$ cat src/rtl/pc_pkg.sv
// Shared definitions for the PC unit: next-PC source encodings, default reset PC
// and the FSM state type.
package pc_pkg;

  localparam logic [1:0] NPC_PLUS4  = 2'b00;
  localparam logic [1:0] NPC_BRANCH = 2'b01;
  localparam logic [1:0] NPC_JUMP   = 2'b10;
  localparam logic [1:0] NPC_JR     = 2'b11;

  localparam logic [31:0] DEFAULT_RESET_PC = 32'h0000_3000;

  typedef enum logic {
    RUN  = 1'b0,
    HALT = 1'b1
  } state_t;

endpackage

$ cat src/rtl/npc.sv
// Combinational next-PC target selection: PC+4, branch, j/jal, jr.
// All arithmetic is 32-bit modulo 2^32.
module npc
  import pc_pkg::*;
(
  input  logic [31:0] pc,
  input  logic [1:0]  npc_sel,
  input  logic        br_taken,
  input  logic [15:0] imm16,
  input  logic [25:0] instr_index,
  input  logic [31:0] ra,
  output logic [31:0] pc_plus4,
  output logic [31:0] target
);

  logic signed [31:0] br_offset;

  assign pc_plus4  = pc + 32'd4;
  assign br_offset = {{14{imm16[15]}}, imm16, 2'b00};

  always_comb begin
    target = pc_plus4;
    case (npc_sel)
      NPC_BRANCH: if (br_taken) target = pc_plus4 + $unsigned(br_offset);
      NPC_JUMP:   target = {pc_plus4[31:28], instr_index, 2'b00};
      NPC_JR:     target = ra;
      default:    target = pc_plus4;
    endcase
  end

endmodule

$ cat src/rtl/pc_unit.sv
// Program counter unit: PC register, RUN/HALT FSM, retire counter and target legality.
// Optional macro PC_RANGE_CHECK_EN also rejects targets outside instruction memory.
module pc_unit
  import pc_pkg::*;
#(
  parameter logic [31:0] RESET_PC = DEFAULT_RESET_PC,
  parameter int          IM_WORDS = 1024
) (
  input  logic        clk,
  input  logic        reset,
  input  logic        en,
  input  logic [1:0]  npc_sel,
  input  logic        br_taken,
  input  logic [15:0] imm16,
  input  logic [25:0] instr_index,
  input  logic [31:0] ra,
  output logic [31:0] pc,
  output logic [31:0] pc_plus4,
  output logic        halted,
  output logic        misalign,
  output logic [31:0] retired
);

`ifdef PC_RANGE_CHECK_EN
  localparam logic RANGE_CHECK = 1'b1;
`else
  localparam logic RANGE_CHECK = 1'b0;
`endif

  localparam logic [31:0] PC_LO = RESET_PC;
  localparam logic [31:0] PC_HI = RESET_PC + 32'(4 * IM_WORDS) - 32'd4;

  state_t      state, state_nxt;
  logic [31:0] target;
  logic [31:0] pc_nxt, retired_nxt;
  logic        misalign_nxt;
  logic        misaligned, out_of_range, illegal;

  npc u_npc (
    .pc          (pc),
    .npc_sel     (npc_sel),
    .br_taken    (br_taken),
    .imm16       (imm16),
    .instr_index (instr_index),
    .ra          (ra),
    .pc_plus4    (pc_plus4),
    .target      (target)
  );

  assign misaligned   = (target[1:0] != 2'b00);
  assign out_of_range = (target < PC_LO) || (target > PC_HI);
  assign illegal      = misaligned || (RANGE_CHECK && out_of_range);
  assign halted       = (state == HALT);

  always_comb begin
    state_nxt    = state;
    pc_nxt       = pc;
    retired_nxt  = retired;
    misalign_nxt = misalign;
    case (state)
      RUN: begin
        if (en) begin
          if (illegal) begin
            // A faulting target is never committed; only the cause is recorded.
            state_nxt = HALT;
            if (misaligned) misalign_nxt = 1'b1;
          end else begin
            pc_nxt      = target;
            retired_nxt = retired + 32'd1;
          end
        end
      end
      HALT: state_nxt = HALT;
      default: state_nxt = RUN;
    endcase
  end

  always_ff @(posedge clk) begin
    if (!reset) begin
      state    <= RUN;
      pc       <= RESET_PC;
      retired  <= '0;
      misalign <= 1'b0;
    end else begin
      state    <= state_nxt;
      pc       <= pc_nxt;
      retired  <= retired_nxt;
      misalign <= misalign_nxt;
    end
  end

endmodule
$ cat config.mk
export PLATFORM = sky130hd
export DESIGN_NAME = pc_unit
export DESIGN_NICKNAME = d
export VERILOG_FILES = /design/src/rtl/pc_pkg.sv /design/src/rtl/npc.sv /design/src/rtl/pc_unit.sv
export SDC_FILE = /design/constraint.sdc
export NUM_CORES = 1
export LEC_CHECK = 0
export ABC_CLOCK_PERIOD_IN_PS = 3700
export BUFFER_PORTS_ARGS = -buffer_cell sky130_fd_sc_hd__buf_4
export CAP_MARGIN = 20
export CORE_MARGIN = 5
export CORE_UTILIZATION = 45
export DETAILED_ROUTE_END_ITERATION = 10
export HOLD_SLACK_MARGIN = 0.08
export PLACE_DENSITY = 0.71
export SLEW_MARGIN = 5
export SYNTH_ARGS = -nofsm -noshare
export SYNTH_HDL_FRONTEND = slang
export SYNTH_SLANG_ARGS = --single-unit
$ cat constraint.sdc
create_clock -name clk -period 3.7 [get_ports clk]
set_input_delay 0.74 -clock clk [delete_from_list [all_inputs] [get_ports clk]]
set_output_delay 0.74 -clock clk [all_outputs]
set_load 0.005 [all_outputs]
* Word level (Yosys, flattened, before mapping)
Cells that the tools add are included.
Cells by class: add/subtract/negate cells 3, equality and inequality tests 3, muxes and demuxes 5, bitwise logic cells 2, reduce and logical (&&, ||, !) cells 3
Operators by type and width (count):
- $pmux W32 S3 | 1
- $add A32 B1 Y32 const B | 1
- $add A32 B3 Y32 const B | 1
- $add A32 B32 Y32 | 1
- $mux W32 | 1
- $reduce_and A3 Y1 | 2
- $eq A2 B2 Y1 const B | 2
- $eq A2 B1 Y1 const B | 1
- $mux W1 | 2
- $not A1 Y1 | 2
- $pmux W1 S2 | 1
- $reduce_bool A2 Y1 | 1
Storage, ports and cells: register bits 66, input bits 80, output and inout bits 98

* Depth between registers and ports, before layout
word-level depth 8, depth in mapped cells 18, mapped depth without buffers 16

* Cells and area by module
Synthesis repeated with hierarchy kept, for this count alone.
Second synthesis, totals: cell total of the unflattened synthesis 783, area, all modules 5849.4 µm²
By module, submodules not included:
- npc | times used 1, cells an instance 459, area an instance 3171.8 µm²
- pc_unit | times used 1, cells an instance 324, area an instance 2677.6 µm²

* Least setup slack after synthesis
OpenSTA, ideal clock, no wires.
path kind reg-to-reg, start register pc[2], end register pc[31], setup time 0.117 ns, arrival time 3.603 ns, required time 3.583 ns, path slack -0.020 ns, stages on the path, launching flop included 18, buffers on the path 2, clock period less this slack 3.720 ns, path through dfxtp_1 > ha_1 > clkbuf_1 > and4_1 > buf_2 > nand3_1 > nor2_1 > xor2_1 > ha_1 > a21oi_1 > nor2b_1 > o21ai_0 > and3_2 > o41ai_2 > a311o_1 > a221oi_2 > o221ai_1 > a22o_1
On the way: cells in the longest elaborated chain, start to end 4
Ends and longest elaborated chain:
- from (decl) | line pc_unit.sv:17 | output logic [31:0] pc,
- from (signal assigned) | line pc_unit.sv:86 | pc <= pc_nxt;
- $add A32 B3 Y32 | line npc.sv:18 | assign pc_plus4 = pc + 32'd4;
- named net pc_plus4[20] | line pc_unit.sv:18 | output logic [31:0] pc_plus4,
- $add A32 B32 Y32 | line npc.sv:24 | NPC_BRANCH: if (br_taken) target = pc_plus4 + $unsigned(br_offset);
- $mux W32 | line npc.sv:24
- $pmux W32 S3 | line npc.sv:23 | case (npc_sel)
The timed path passes the listed nets, and every way through them passes these cells. A chain may end at the register's enable or synchronous reset.

* Worst setup path in the final report
start register pc[7], end register pc[20]
On the way: cells in the longest elaborated chain, start to end 4
Ends and longest elaborated chain (line):
- $add A32 B3 Y32 * | npc.sv:18
- $add A32 B32 Y32 | npc.sv:24
- $mux W32 | npc.sv:24
- $pmux W32 S3 * | npc.sv:23
Every way passes the cells marked *; elsewhere a longest branch is shown, timed or not.

==> reports/metrics.cfg <==
[worst_setup_path]
critPathTopFamily=compound AO/OA/AOI/OAI gates
end_kind=flip-flop
path_cells=and4_4 -> and3_4 -> and2b_2 -> nand4_1 -> xnor2_1 -> ha_1 -> a21o_1 -> a21o_1 -> a221o_1 -> nor2_2 -> xnor2_1 -> a221oi_2 -> nand2_1 -> a41o_1
worst-path-buf-inv=0
worstSetupPathType=flip-flop to flip-flop
cp.arrival_ps=3790
timing.critical_path.from_type=flip-flop
max_stage_delay_ps=390
critPathRequiredTime_ps=3940
crit_fanout=5
cpMaxStageDelayCell=a221o_1

[yosys]
synth_area_leaders=dfxtp_1, xnor2_1, ha_1, nand2_1, a21oi_1
syn_avg_cell_area_sq_um=7.717
syn_nets=858
yosys-top-cells-count=nand2_1, dfxtp_1, nor2_1
ys.flop_type=dfxtp_1
yosys_warnings=0
yosysMostFrequentCell=nand2_1
synth_cells=741
ys_seq_elements=66
syn_area_sq_um=5718
synthArstFlopShare_pct=0
synthDistinctLibCells=74
yosysTopAreaCell=dfxtp_1
yosysTopAreaCellShare_pct=23.11
synth-seq-area-share_pct=23.11
synth-edff-count=0

[clocking]
clk_pin_slew_ps=60
clk_path_buf_depth=2
cts_sinks=66
htreeDepth=3
root_buffer=clkbuf_16
cts_buffers=9
cts.hold.buffers_added=0
clkLatencyLatePin_ps=350
cts_tree=built

[global_routing]
grt_pass1_wl_um=30360
grt_max_degree=51
overflow=0
grt_use_total_pct=25.60
grt_pass1_vias=5841
antenna_found_initial=0

[timing]
finalCritPeriodShare_pct=96.05
fin_tns_setup_ps=0
worst_pin_slew_ps=751.0
finalMaxSlewViolations=0
finalCriticalPeriod_ps=3554
setup_viol=0
slew_headroom_pct=49.75
hold_slack_ps=468.4
max_freq_ghz=0.2814
finalClockSkew_ps=6.893
final.setup.worst_slack_ps=146.3
hold_viol=0

[cells_and_area]
multi_input_area_sq_um=4269
regArea_sq_um=1325
final_nets=1057
antenna_cells=0
syn2layout_area_growth_pct=37.31
drive_gt1_share_pct=31.01
fillers=1162
final_util_pct=62.72

[placement]
gp_congestion=0.9822
post-place-ws_ps=-9.355
place_hpwl_um=14980
port_buffers=177

[floorplan]
ios=178
die_h_um=122.7
die_area_sq_um=15060
core-area_sq_um=12520
die_x_um=122.7
start_util_pct=45.68
row_count=41

[outcome]
status=finished, final reports clean

[detailed_routing]
drt_iter0_drc=478
drc=0
vias=6279
drt-total-wl_um=19470
drtPass1Iterations=7
routed_via_density=5.621
final_antenna_net_count=0
wl_per_cell_um=17.43

[power_and_ir_drop]
p_per_area_nw_per_um2=304.6
vdd.ir_drop.worst_v=0.0002087
power_leakage_uw=0.003658

[job]
drv_cap=0

[hold_path]
worst_hold_path_type=flip-flop to flip-flop

logic make-up (layout without fill, tap and decap cells):
kind of cell             after synthesis  in the layout  share of synthesized area [%]
AND/OR/NAND/NOR                      294            294                          26.78
flip-flops                            66             66                          23.11
adder cells (fa/ha/maj)               37             37                          8.228
buffers and inverters                 54            258                          4.048
XOR/XNOR                              75             75                          11.62
AO/OA/AOI/OAI                        198            198                          23.13
multiplexers                          17             17                          3.085
worst paths after layout:
path	slack [ps]	startpoint	cells after the start	to
setup / recovery	150	pc[7]	14	pc[20]
hold reg to reg	470	misalign	1	misalign
hold / removal	470	misalign	1	misalign
setup reg to reg	150	pc[7]	14	pc[20]
metal layers:
layer  wire length [um]  part of all wire, %  up-vias  GRT usage [%]
met5                  0                    0        -              0
met4                412                  2.1        0          9.377
met3               1758                  9.0       30          4.885
met2               8820                   45      278          39.97
met1               8477                   44     2913          35.06
li1                   -                    -     3058              -
cell type report:
class	count	share of cell area [%]
Clock buffer	9	2.869
Clock inverter	7	0.7649
Inverter	16	0.7649
Multi-Input combinational cell	621	54.37
Sequential cell	66	16.88
Tap cell	172	2.741
Timing Repair Buffer	226	21.61
timing repair:
action                     4_1_cts  5_1_grt
pin swaps                        1        6
setup endpoints to repair        1       11
gates resized for setup          1       24
setup buffers                    0        4
power breakdown:
part           total [uW]  switching, uW  internal [uW]  leakage [uW]
Combinational         776            405            371       0.00299
Clock                 841            376            465      0.000131
Sequential            774           33.8            741      0.000538
Total                2390            815           1580       0.00366
through the flow:
step | total power [uW] | instance area [sq um] | cells
after global routing | 2506 | 7851 | 1117
after global placement | 1538 | 7431 | 1097
final | 2392 | 7851 | 1117
after detailed placement | 1535 | 7431 | 1097
after CTS | 2379 | 7724 | 1113
after floorplan | 1219 | 5719 | 741
flip-flops by register name (all words and copies together), names as in the netlist:
name	count
retired	32
misalign	1
pc	32
halted	1
cells in the final DEF (no fill, tap or decap), drive strengths merged, types with 3 or more instances in the layout:
cell      count
buf         226
nand2        86
dfxtp        66
nor2         57
a21oi        55
xnor2        54
o21ai        42
ha           36
and2         34
nand4        23
nand3        23
xor2         21
inv          20
a21o         17
and3         16
nor2b        14
a31oi        12
mux2i        12
nand2b       10
clkbuf        9
a221oi        9
a21boi        9
o211ai        8
and4          8
or3           6
o21a          6
a211oi        6
nor3          6
mux2          5
o31ai         4
o221ai        4
nand3b        3
o22ai         3
a221o         3
a22o          3
o211a         3
clkinvlp      3
o21bai        3
Note: power is estimated with default switching activity, not from simulation.
